## src/rtl/irq_ctrl.sv

```systemverilog
// irq_ctrl: level/edge interrupt controller with PEND/MASK/MODE/VEC bus registers (clk, reset, cs_/as_/rw/addr/wr_data bus in, rd_data/rdy_ bus out, irq_in sources, cpu_irq request)
module irq_ctrl #(
  parameter int IRQ_NUM = 8
) (
  input  logic               clk,
  input  logic               reset,
  input  logic               cs_,
  input  logic               as_,
  input  logic               rw,
  input  logic [1:0]         addr,
  input  logic [31:0]        wr_data,
  output logic [31:0]        rd_data,
  output logic               rdy_,
  input  logic [IRQ_NUM-1:0] irq_in,
  output logic               cpu_irq
);
  localparam int PAD = 32 - IRQ_NUM;
  logic [IRQ_NUM-1:0] pend, mask, mode, prev, act, wd, w1c, pend_nxt;
  logic               access, wr, rd;
  logic [3:0]         idx;
  logic [31:0]        rd_mux;
  assign access = !cs_ && !as_;
  assign wr     = access && !rw;
  assign rd     = access && rw;
  assign wd     = wr_data[IRQ_NUM-1:0];
  assign act    = pend & ~mask;
  assign w1c    = (wr && addr == 2'd0) ? wd : '0;
  assign pend_nxt = (mode & ((irq_in & ~prev) | (pend & ~w1c))) | (~mode & irq_in);
  always_comb begin
    idx = '0;
    for (int i = IRQ_NUM - 1; i >= 0; i--)
      if (act[i]) idx = 4'(i);
  end
  always_comb
    rd_mux = addr == 2'd0 ? {{PAD{1'b0}}, pend} :
             addr == 2'd1 ? {{PAD{1'b0}}, mask} :
             addr == 2'd2 ? {{PAD{1'b0}}, mode} :
                            {|act, 27'd0, idx};
  always_ff @(posedge clk) begin
    if (reset) begin
      pend    <= '0;
      mask    <= '1;
      mode    <= '0;
      prev    <= '0;
      rd_data <= '0;
      rdy_    <= 1'b1;
      cpu_irq <= 1'b0;
    end else begin
      pend    <= pend_nxt;
      prev    <= irq_in;
      if (wr && addr == 2'd1) mask <= wd;
      if (wr && addr == 2'd2) mode <= wd;
      rd_data <= rd ? rd_mux : '0;
      rdy_    <= !access;
      cpu_irq <= |act;
    end
  end
endmodule

```

## config.mk

```make
export PLATFORM = sky130hd
export DESIGN_NAME = irq_ctrl
export DESIGN_NICKNAME = d
export VERILOG_FILES = /design/src/rtl/irq_ctrl.sv
export SDC_FILE = /design/constraint.sdc
export NUM_CORES = 1
export LEC_CHECK = 0
export BUFFER_PORTS_ARGS = -buffer_cell sky130_fd_sc_hd__buf_2
export CAP_MARGIN = 20
export CORE_AREA = 2 2 95 60
export CTS_CLUSTER_SIZE = 14
export DETAILED_ROUTE_END_ITERATION = 8
export DIE_AREA = 0 0 97 62
export PLACE_DENSITY = 0.75
export SLEW_MARGIN = 20
export SYNTH_ARGS = -nofsm -noshare
export SYNTH_HDL_FRONTEND = slang
export SYNTH_SLANG_ARGS = --single-unit
```

## constraint.sdc

```tcl
create_clock -name clk -period 1 [get_ports clk]
set_input_delay 0.05 -clock clk [delete_from_list [all_inputs] [get_ports clk]]
set_output_delay 0.05 -clock clk [all_outputs]
set_load 0.005 [all_outputs]
```

# Yosys cells after proc, flatten, opt, wreduce, memory -nomap -nowiden
# Cells that the tools add are included.
[classes]
n_eq_ne = 2
n_mux = 12
bitwise = 12
n_reduce_logical = 15
[ops]
columns = ["operator", "n"]
rows = [
  ["bitwise AND 8 bit", 5],
  ["2-to-1 mux 8 bit", 4],
  ["NOT 8 bit", 4],
  ["2-to-1 mux 4 bit", 7],
  ["bitwise OR 8 bit", 2],
  ["OR reduction 8 bit", 1],
  ["logical AND 1 bit", 6],
  ["OR reduction 5 bit", 1],
  ["logical NOT 1 bit", 4],
  ["OR reduction 4 bit", 1],
  ["2-to-1 mux 3 bit", 1],
  ["equality test 2 x 1 -> 1 bit, second input constant", 1],
  ["equality test 2 bit, second input constant", 1],
  ["logical NOT 2 bit", 1],
  ["OR reduction 2 bit", 1],
  ["NOT 1 bit", 1],
]
[totals]
ff_bits = 66
input_bits = 47
out_inout_bits = 34
word_cells = 50

# Longest topological paths before layout
# Gate-level depths: netlist of the first run.
[depth]
ltp_word = 13
depth_mapped = 6
ltp_nobuf = 4

# Worst setup path after synthesis of the first run
# Ideal clock, no wire load.
[synth_timing]
path_type = "reg-to-reg"
from = "reg mask[7]"
to = "reg rd_data[0]"
setup_time_ns = 0.103
arrival_ns = 0.969
t_required_ns = 0.897
setup_slack_ns = -0.072
stages_incl_launch_ff = 5
n_path_buf = 0
synth_period_minus_slack_ns = 1.072
cell_sequence = "dfxtp_1 > nand2b_1 > o211ai_1 > a211oi_1 > a2111oi_2"
[synth_via]
elab_chain_cells = 13
[synth_rtl]
columns = ["item", "line_no", "rtl"]
rows = [
  ["start: declaration", "18", "logic [IRQ_NUM-1:0] pend, mask, mode, prev, act, wd, w1c, pend_nxt;"],
  ["start signal: assignment", "51", "if (wr && addr == 2'd1) mask <= wd;"],
  ["NOT 8 bit", "26", "assign act = pend & ~mask;"],
  ["bitwise AND 8 bit", "26", ""],
  ["2-to-1 mux 3 bit", "32", "if (act[i]) idx = 4'(i);"],
  ["2-to-1 mux 4 bit (7 in a row)", "32", ""],
  ["2-to-1 mux 8 bit", "37", "addr == 2'd2 ? {{PAD{1'b0}}, mode} :"],
  ["2-to-1 mux 8 bit", "36", "addr == 2'd1 ? {{PAD{1'b0}}, mask} :"],
  ["2-to-1 mux 8 bit", "35", "rd_mux = addr == 2'd0 ? {{PAD{1'b0}}, pend} :"],
  ["end signal: assignment", "53", "rd_data <= rd ? rd_mux : '0;"],
  ["end: declaration", "12", "output logic [31:0] rd_data,"],
]
# Every way passes these cells.
# A chain may end at the register's enable or synchronous reset.

# Final worst setup path of the first run
# Ends and elaborated chain as after synthesis.

==> run summary, run 1 <==
mux contribution to synthesized area: 6.484%
share of synthesized cell area in full adder, half adder and majority cells: 0%
Most Crowded Layer GR: met2
launching instance or port of the critical path: mask[7]
mean post-synth cell area: 8.841 um^2
number of vias after detailed routing: 1711
Detail Route Antenna Nets: 0
GR met3 Demand/Resource: 5.257%
compound-cell area share of the yosys netlist: 13.22%
number of distinct library cells after synthesis: 32
total routing resource utilization after global routing: 16.62%
maximum clock rate: 838.1 MHz
CP Data Required Time: 1210 ps
xor/xnor share of the synthesized area: 0%
critical path type: reg2reg
Ant. Diodes: 0
drt first pass iters: 4
status: complete, but fails checks
dominant combinational cell family by area after synthesis: simple AND/OR/NAND/NOR gates
Pwr Density: 1442 nW/um^2
CTS tree: done
worst path setup slack after routing: -193.2 ps
final-stage net count: 341
io pins: 81
CTS H-Tree Depth: 2
Worst EP arrival: 1400 ps
Leakage: 1.261 nW
failing checks: negative setup slack
met1 GRT Util: 21.90%
CP endpoint kind: register
Mapped Area: 2007 um^2
placement row count: 21
simple-gate area share of the yosys netlist: 24.50%
maximum vdd drop: 0.7373 mV
TritonCTS Buffers: 5
setup violators final: 5
RSZ-0062 raised after global routing: true
clock sinks: 43
number of vias per cell: 4.701
number of warnings issued by yosys: 0
number of DRC violations after detailed routing: 0
register-to-register setup slack: -190 ps
Critical R2R Capture: rd_data[0]
routed length per instance: 13.37 um
area of the core region: 5281 um^2
total of fill cells in the finished design: 489
endpoint of the worst setup timing path: rd_data[0]
first-pass GRT wire length: 7728 um
worst-case clock skew: 8.377 ps
total global routing overflow: 0
critical-path maximum fanout: 2
number of global-route vias before repair: 1580
number of buffers added on ports: 33
Setup crit start kind: register
Skew-Pair Late Insertion Delay: 300 ps
cell chosen for the clock root: clkbuf_8
worst-case reg-to-reg path depth: 5
Hold Fails Final Rpt: 0
setup TNS after final layout: -709.3 ps
Die Height: 62 um
maximum number of pins on one net before global-route repair: 34
Horiz. Die Dim: 97 um
total power consumption of the routed design: 3.819 mW
ratio of final minimum period to clock period: 119.3%
HPWL after detailed placement: 3572 um
area of the die: 6014 um^2
Routability Congestion: 0.9220
DRT iter0 DRCs: 65
initial standard-cell utilization of the core: 38.00%
register bit total from synthesis: 43
R2R Path Start: mask[7]
Post-Synthesis Cells: 227
global routing met2 resource utilization: 26.79%
minimum clock period: 1193 ps
number of pins with negative max-slew slack in the final report: 0
max capacitance violation total: 0
ratio of cells with drive above 1 in the final layout: 35.59%
number of antenna violations at the first check in global routing: 0
stage delay of the slowest cell on the critical path: 320 ps
Area growth, synth to finish: 31.98%
hold crit path type: in2reg
maximum clock path buffer count: 2
share of the yosys chip area belonging to registers: 42.89%
Routed Wire Length: 4866 um
Clock Pin Slew Worst Setup and Hold Paths: 90 ps
standard cell with the maximum stage delay on the critical path: dfxtp_2
cells traversed along the worst timing path: nand2b_4 -> buf_6 -> o211ai_1 -> a211oi_2 -> a2111oi_2
## sequential cells by signal, indices dropped and copies added, names as in the netlist
| signal | flops |
|---|---|
| rd_data | 9 |
| mask | 8 |
| mode | 8 |
| pend | 8 |
| prev | 8 |
| cpu_irq | 1 |
| rdy_ | 1 |
## power by group
| part | switching [mW] | internal, mW | total, mW |
|---|---|---|---|
| sequential | 0.0333 | 1.77 | 1.80 |
| combinational | 0.201 | 0.193 | 0.394 |
| clock | 0.627 | 0.996 | 1.62 |
| total | 0.861 | 2.96 | 3.82 |
## worst min-delay path by stage
stage,end,from,slack [ps],cells past startpoint
detailed placement,rdy_,reset,290,3
global route,prev[5],irq_in[5],10,2
finish,mask[4],wr_data[4],10,3
CTS,mask[4],wr_data[4],4,3
global placement,rdy_,reset,280,3
floorplan,prev[0],reset,130,1
## synthesized netlist by cell type
master	number	share of area, %
nand3b_1	7	2.6
a2111oi_2	1	0.75
nor4b_1	1	0.44
buf_6	1	0.56
nand2b_1	5	1.6
clkbuf_1	3	0.56
o211ai_1	1	0.37
buf_2	3	0.75
dfxtp_1	43	43
a211oi_1	12	4.5
nor4_1	2	0.62
inv_1	6	1.1
a21o_1	8	3.0
nor3b_4	1	0.94
a31oi_1	1	0.31
and2b_4	1	0.50
nor2_1	22	4.1
nand4b_1	1	0.44
nor2_2	2	0.62
conb_1	1	0.19
a21oi_1	9	2.2
nor2b_1	14	4.4
nor3_4	1	0.81
mux2i_1	13	6.5
a221oi_1	1	0.44
o21ai_0	3	0.75
a211o_1	2	0.87
nand2_1	31	5.8
buf_4	24	9.0
and2_4	1	0.44
nor3_1	5	1.2
buf_8	1	0.75
## through the flow
step	cells	setup slack, ps	hold slack, ps	util, %	cell area (um^2)
6_report	364	-193.2	10.90	50.15	2649
5_1_grt	364	-261.4	12.06	50.15	2649
4_1_cts	363	-211.1	4.473	49.09	2592
3_5_place_dp	351	-208.8	291.0	44.97	2375
3_3_place_gp	351	-153.1	284.0	44.97	2375
2_1_floorplan	249	-26.09	133.6	-	2116
## worst max-delay path, delay by kind of cell, from the launching register on
family                 cells  cell delay (ps)
AOI/OAI and AO/OA          3              530
DFF                        1              320
and+or+nand+nor            1              140
buffers and inverters      1              110
## cells by family (layout without fill, tap and decap cells)
logic type             after synthesis  count (layout)
other                                1              23
AO/OA/AOI/OAI                       38              38
multiplexers                        13              13
buffers and inverters               38              84
flip-flops                          43              43
AND/OR/NAND/NOR                     94              94
## cells in the final DEF, fill, tap and decap left out, types with 3 or more instances in the layout
cell type,instances
a211oi_1,10
a21o_1,8
a21oi_1,6
a21oi_2,3
buf_2,33
buf_4,28
buf_6,5
clkbuf_8,5
conb_1,23
dfxtp_1,32
dfxtp_2,11
dlygate4sd3_1,4
inv_1,6
mux2i_1,12
nand2_1,31
nand2b_1,3
nand3b_1,7
nor2_1,22
nor2b_1,11
nor2b_4,3
nor3_1,5
## layout make-up
type | count | area (um^2) | area share, %
clock buffer | 5 | 68.82 | 2.598
clock inverter | 3 | 67.56 | 2.551
inverter | 6 | 22.52 | 0.8503
multi-input combinational | 168 | 1057 | 39.91
sequential | 43 | 874.6 | 33.02
tap | 69 | 86.33 | 3.259
timing repair buffer | 70 | 471.7 | 17.81
## metal layers
layer	wire [um]	vias to the layer above
met1	2414	797
met4	65	0
met5	0	-
met2	2033	50
li1	-	857
met3	353	7
## timing repair
| item | CTS | global route |
|---|---|---|
| pin swaps | 5 | 9 |
| gates resized for setup | 15 | 15 |
| hold endpoints to repair | 4 | 0 |
| endpoints found under the setup margin | 7 | 12 |
| setup buffers | 0 | 2 |
| hold buffers | 4 | 0 |
Note: power is estimated with default switching activity, not from simulation.
==> inputs of run 2 (changes only) <==
- GPL_TIMING_DRIVEN: not set -> 0
==> run 2 against run 1 <==
Net effect: the flow still finishes with violations (negative setup slack); clock power down 35%; flip-flop and latch count unchanged; sequential power barely moved; cell area down 2.6%; clock skew is 2.5 ps lower; critical endpoint is now rd_data[31]; largest cell class unchanged; highest routed layer unchanged.
==> run summary, run 2 (synthesized netlist as in run 1, its figures left out) <==
critical-path maximum fanout: 3 (+1)
first-pass GRT wire length: 7189 um (-7.0%)
hold crit path type: in2reg
minimum clock period: 1176 ps (-17.11 ps)
HPWL after detailed placement: 3317 um (-7.1%)
Largest register FFs: 9 (unchanged)
status: complete, but fails checks
CP endpoint kind: register
Leakage: 1.252 nW (-0.70%)
internal power consumption: 2.463 mW (-17%)
RSZ-0062 raised after global routing: true
max capacitance violation total: 0 (unchanged)
Clk network pwr share: 32.3% (-10 points)
maximum clock path buffer count: 2 (unchanged)
Horiz. Die Dim: 97 um (unchanged)
Hold Path Stages: 2 (-1)
register-to-register setup slack: -180 ps (+20 ps)
total routing resource utilization after global routing: 16.16% (-0.46 points)
relative slew slack: 66.16%
net switching power of the design: 799.7 uW (-7.1%)
drt first pass iters: 4 (unchanged)
worst slack on hold paths: 9.372 ps (-1.525 ps)
Die Height: 62 um (unchanged)
ratio of final minimum period to clock period: 117.6% (-1.7 points)
fraction of power spent switching nets: 24.51% (+2.0 points)
failing checks: negative setup slack
top library cells by usage in the layout, fill and taps aside: 35 x buf_2, 35 x dfxtp_1, 31 x nand2_1
final instance count without filler cells: 365 (+0.27%)
total power consumption of the routed design: 3.263 mW (-15%)
TritonCTS Buffers: 5 (unchanged)
number of antenna violations at the first check in global routing: 0 (unchanged)
total global routing overflow: 0 (unchanged)
worst path setup slack after routing: -176.1 ps (+17.11 ps)
Skew-Pair Late Insertion Delay: 300 ps (about the same)
Detail Route Antenna Nets: 0 (unchanged)
setup TNS after final layout: -765.2 ps (-55.87 ps)
worst-case clock skew: 5.886 ps (-2.490 ps)
Routability Congestion: 0.8838 (-4.1%)
final-stage net count: 342 (+0.29%)
Hold Fails Final Rpt: 0 (unchanged)
CTS H-Tree Depth: 2 (unchanged)
critical path type: reg2reg
DRT iter0 DRCs: 108 (+66%)
number of vias after detailed routing: 1650 (-3.6%)
Routed Wire Length: 4596 um (-5.5%)
Pwr Density: 1265 nW/um^2 (-12%)
Clock Pin Slew Worst Setup and Hold Paths: 80 ps (about the same)
initial standard-cell utilization of the core: 38.00% (unchanged)
io pins: 81 (unchanged)
slew of the pin with the lowest slew margin: 507.7 ps
placed insts: 350 (-0.28%)
maximum clock rate: 850.3 MHz (+1.5%)
area of the die: 6014 um^2 (unchanged)
share of total power in combinational logic: 12.4% (+2.1 points)
number of buffers added on ports: 32 (-3.0%)
endpoint of the worst setup timing path: rd_data[31]
number of DRC violations after detailed routing: 0 (unchanged)
ratio of cells with drive above 1 in the final layout: 33.78% (-1.8 points)
final design utilization: 48.83% (-1.3 points)
R2R Path Start: pend[4]
Setup crit start kind: register
cell chosen for the clock root: clkbuf_8
Reg with most FFs: rd_data
Ant. Diodes: 0 (unchanged)
clock sinks: 43 (unchanged)
Critical R2R Capture: rd_data[31]
setup violators final: 5 (unchanged)
CP Data Required Time: 1170 ps (-40 ps)
launching instance or port of the critical path: pend[4]
area of the core region: 5281 um^2 (unchanged)
maximum vdd drop: 0.5368 mV (-27%)
routed length per instance: 12.59 um (-5.8%)
Area growth, synth to finish: 28.49%
placement row count: 21 (unchanged)
Worst EP arrival: 1350 ps (-50 ps)
CTS tree: done
number of global-route vias before repair: 1382 (-13%)
number of pins with negative max-slew slack in the final report: 0 (unchanged)
worst-case reg-to-reg path depth: 4 (-1)
number of vias per cell: 4.521 (-3.8%)
maximum number of pins on one net before global-route repair: 13 (-62%)
power share of the sequential group: 55.3% (+8.1 points)
-- run 2: layout make-up --
| cell class | instances | area, um^2 |
|---|---|---|
| Sequential cell | 43 | 870.8 |
| Timing Repair Buffer | 39 | 232.7 |
| Inverter | 6 | 22.52 |
| Tap cell | 69 | 86.33 |
| Fill cell | 489 | 2703 |
| Clock buffer | 7 | 76.32 |
| Buffer | 32 | 234.0 |
| Multi-Input combinational cell | 168 | 1051 |
| Clock inverter | 1 | 5.005 |
-- run 2: worst min-delay path by stage --
stage | startpoint | endpoint | slack, ps
final | irq_in[7] | prev[7] | 9
after global routing | irq_in[7] | prev[7] | 6
after CTS | wr_data[6] | mask[6] | 3
after detailed placement | wr_data[5] | mask[5] | 300
after global placement | wr_data[6] | mask[6] | 290
after floorplan | reset | prev[0] | 130
-- run 2: power groups by stage --
stage	Sequential [mW]	Clock [mW]	Combinational (mW)
after floorplan	1.83	0	0.259
after detailed placement	1.84	0	0.370
after global placement	1.84	0	0.366
after CTS	1.80	1.08	0.393
after global routing	1.81	1.15	0.451
final	1.80	1.06	0.404
-- run 2: repair_timing --
action                                  in CTS  in global routing
endpoints found under the setup margin       8                 10
resized for setup                           15                  8
pin swaps                                    6                  3
hold endpoints to repair                     3                  0
hold buffers                                 3                  0
setup buffers                                3                  1
-- run 2: through the flow --
| step | setup slack (ps) | area [um^2] |
|---|---|---|
| floorplan | -26.09 | 2116 |
| global placement | -314.3 | 2362 |
| detailed placement | -346.3 | 2362 |
| CTS | -190.3 | 2546 |
| global route | -240.5 | 2579 |
| finish | -176.1 | 2579 |
-- run 2: routing by layer --
layer / share of wire (%) / vias up / wire, um / GRT usage [%]
li1: - / 852 / - / -
met1: 50 / 734 / 2287 / 23.17
met2: 41 / 57 / 1892 / 23.61
met3: 7.6 / 7 / 350 / 4.586
met4: 1.4 / 0 / 66 / 5.433
met5: 0 / - / 0 / 0
-- run 2: worst max-delay path, stage by stage (launching register included) --
cell and delay [ps]:
dfxtp_2 330, nor2b_4 130, nand4b_1 200, nor4_2 310, nor3_1 80
==> inputs of run 3 (changes only) <==
- ABC_AREA: not set -> 1
- CORE_AREA: 2 2 95 60 -> 2 2 94 60
- DIE_AREA: 0 0 97 62 -> 0 0 96 62
- PLACE_DENSITY: 0.75 -> 0.74
==> run 3 against run 2 <==
Net effect: the flow still finishes with violations (negative setup slack); routed wire length up 2.3%; flip-flop and latch count did not move; cell area fell by 2.1%; utilization fell by 0.56 points; critical path depth increased by 3; non-clock buffer count increased by 2; first-iteration DRC count increased by 15%; clock skew is 1.9 ps lower; area after synthesis is 3.1% lower; highest routed layer unchanged.
==> run summary, run 3 <==
Worst EP arrival: 1350 ps (about the same)
Die Height: 62 um (unchanged)
slew of the pin with the lowest slew margin: 505.4 ps (-2.230 ps)
Pwr Density: 1286 nW/um^2 (+1.6%)
maximum vdd drop: 0.7355 mV (+37%)
number of enable flip-flop cells after synthesis: 0 (unchanged)
status: complete, but fails checks
Horiz. Die Dim: 96 um (-1.0%)
Routability Congestion: 0.9218 (+4.3%)
ratio of cells with drive above 1 in the final layout: 27.68% (-6.1 points)
launching instance or port of the critical path: mask[5]
CP Data Required Time: 1170 ps (about the same)
critical-path maximum fanout: 3 (unchanged)
max capacitance violation total: 0 (unchanged)
Critical R2R Capture: rd_data[2]
minimum clock period: 1183 ps (+6.682 ps)
Setup crit start kind: register
number of vias after detailed routing: 1807 (+9.5%)
number of setup buffers added after CTS: 0 (-3)
leading cell type by number of instances after synthesis: nand2_1
Ant. Diodes: 0 (unchanged)
setup violators final: 5 (unchanged)
worst path setup slack after routing: -182.8 ps (-6.682 ps)
TritonCTS Buffers: 5 (unchanged)
final design utilization: 48.27% (-0.56 points)
async set-or-reset flop fraction in the synthesized netlist: 0% (unchanged)
Skew-Pair Late Insertion Delay: 280 ps (-20 ps)
final-stage net count: 382 (+12%)
number of warnings issued by yosys: 0 (unchanged)
top flip-flop cell by instance count after synthesis: dfxtp_1
library cell with the largest summed area after synthesis: dfxtp_1
number of distinct library cells after synthesis: 20 (-38%)
HPWL after detailed placement: 3470 um (+4.6%)
Hold Fails Final Rpt: 0 (unchanged)
mean post-synth cell area: 7.426 um^2 (-16%)
R2R Path Start: mask[5]
leading cell types by total area after synthesis: dfxtp_1 44%, nand2_1 12%, buf_4 9.3%, o211ai_1 7.3%, inv_1 7.1%
number of buffers added on ports: 32 (unchanged)
number of pins with negative max-slew slack in the final report: 0 (unchanged)
Reg with most FFs: rd_data
clock sinks: 43 (unchanged)
critical path type: reg2reg
post-route design area: 2524 um^2 (-2.1%)
worst-case clock skew: 3.944 ps (-1.943 ps)
area of the die: 5952 um^2 (-1.0%)
number of global-route vias before repair: 1527 (+10%)
DP Area: 2275 um^2 (-3.7%)
hold crit path type: in2reg
register bit total from synthesis: 43 (unchanged)
Leakage: 1.270 nW (+1.4%)
worst-case reg-to-reg path depth: 7 (+3)
area share of the largest cell type after synthesis: 44.24% (+1.4 points)
relative slew slack: 66.31% (+0.15 points)
register-to-register setup slack: -180 ps (about the same)
Detail Route Antenna Nets: 0 (unchanged)
number of antenna violations at the first check in global routing: 0 (unchanged)
total routing resource utilization after global routing: 16.69% (+0.53 points)
total global routing overflow: 0 (unchanged)
RSZ-0062 raised after global routing: true
maximum clock rate: 845.5 MHz (-0.56%)
Area growth, synth to finish: 29.71%
most frequent standard cell in the layout excluding fill and tap cells: nand2_1
maximum clock path buffer count: 2 (unchanged)
drt first pass iters: 4 (unchanged)
number of DRC violations after detailed routing: 0 (unchanged)
Post-Synthesis Cells: 262 (+15%)
number of vias per cell: 4.462 (-1.3%)
Routed Wire Length: 4702 um (+2.3%)
Largest register FFs: 9 (unchanged)
failing checks: negative setup slack
share of the yosys chip area belonging to registers: 44.24% (+1.4 points)
DRT iter0 DRCs: 124 (+15%)
placement row count: 21 (unchanged)
most common library cells after synthesis: 62 x nand2_1, 43 x dfxtp_1, 37 x inv_1, 24 x buf_4, 22 x o21ai_0
routed length per instance: 11.61 um (-7.8%)
io pins: 81 (unchanged)
cell chosen for the clock root: clkbuf_8
initial standard-cell utilization of the core: 37.21% (-0.79 points)
endpoint of the worst setup timing path: rd_data[2]
ratio of final minimum period to clock period: 118.3% (+0.67 points)
Clock Pin Slew Worst Setup and Hold Paths: 80 ps (about the same)
maximum number of pins on one net before global-route repair: 13 (unchanged)
Mapped Area: 1946 um^2 (-3.1%)
CTS tree: done
CP endpoint kind: register
first-pass GRT wire length: 7341 um (+2.1%)
area of the core region: 5229 um^2 (-1.0%)
CTS H-Tree Depth: 2 (unchanged)
top library cells by usage in the layout, fill and taps aside: 57 x nand2_1, 41 x dfxtp_1, 34 x buf_2, 34 x inv_1, 24 x buf_4
[run 3: where the power goes]
| part | leakage, nW | switching, mW | internal, mW |
|---|---|---|---|
| clock network | 0.0422 | 0.555 | 0.491 |
| registers | 0.352 | 0.0350 | 1.77 |
| logic | 0.875 | 0.213 | 0.183 |
| total | 1.27 | 0.804 | 2.44 |
[run 3: area by class of cell]
type                       instances  area (um^2)
fill                             531         2705
sequential                        43        863.3
multi-input combinational        172        857.1
timing repair buffer              44        280.3
buffer                            29        205.2
inverter                          40        150.1
tap                               69        86.33
clock buffer                       7        76.32
clock inverter                     1        5.005
[run 3: metal layers]
metal  global-route usage, %  wire length, um  vias to the layer above  share of wire, %
met5                       0                0                        -                 0
met2                   23.81             1888                       66                40
li1                        -                -                      929                 -
met1                   24.48             2371                      808                50
met3                   6.031              419                        4               8.9
met4                   2.857               23                        0              0.49
[run 3: through the flow]
step	hold WS, ps	setup slack (ps)	TNS (ps)	power, mW	instances
after floorplan	168.5	18.18	0	2.067	284
after global placement	277.1	-233.5	-4808	2.177	385
after detailed placement	279.1	-244.9	-5521	2.182	385
after CTS	1.092	-150.1	-610.4	3.270	405
after global routing	17.56	-274.5	-1277	3.391	405
final	8.307	-182.8	-773.2	3.246	405
[run 3: cell families after synthesis]
kind of cell,share of synthesized area [%]
simple gates,19.87
buf+inv,18.13
compound gates,17.56
flops,44.24
other cells,0.1927
[run 3: worst min-delay path by stage]
stage	slack (ps)	end	startpoint	cells past startpoint
2_1_floorplan	170	prev[0]	irq_in[0]	2
6_report	8	mask[3]	wr_data[3]	3
3_5_place_dp	280	prev[7]	irq_in[7]	3
5_1_grt	20	mask[3]	wr_data[3]	3
4_1_cts	1	mask[2]	wr_data[2]	3
3_3_place_gp	280	prev[3]	irq_in[3]	3
[run 3: timing repair]
action,4_1_cts,5_1_grt
resized for setup,12,6
pin swaps,2,2
cloned,0,0
hold endpoints to repair,12,0
endpoints found under the setup margin,5,12
hold buffers,12,0
[run 3: critical path, cell delays in order, from the launching register on]
cell and delay [ps]:
dfxtp_1 310, inv_1 60, nand2_2 80, nand2_1 100, o211ai_1 230, nand3_1 110
o21ai_2 100, a21oi_2 80
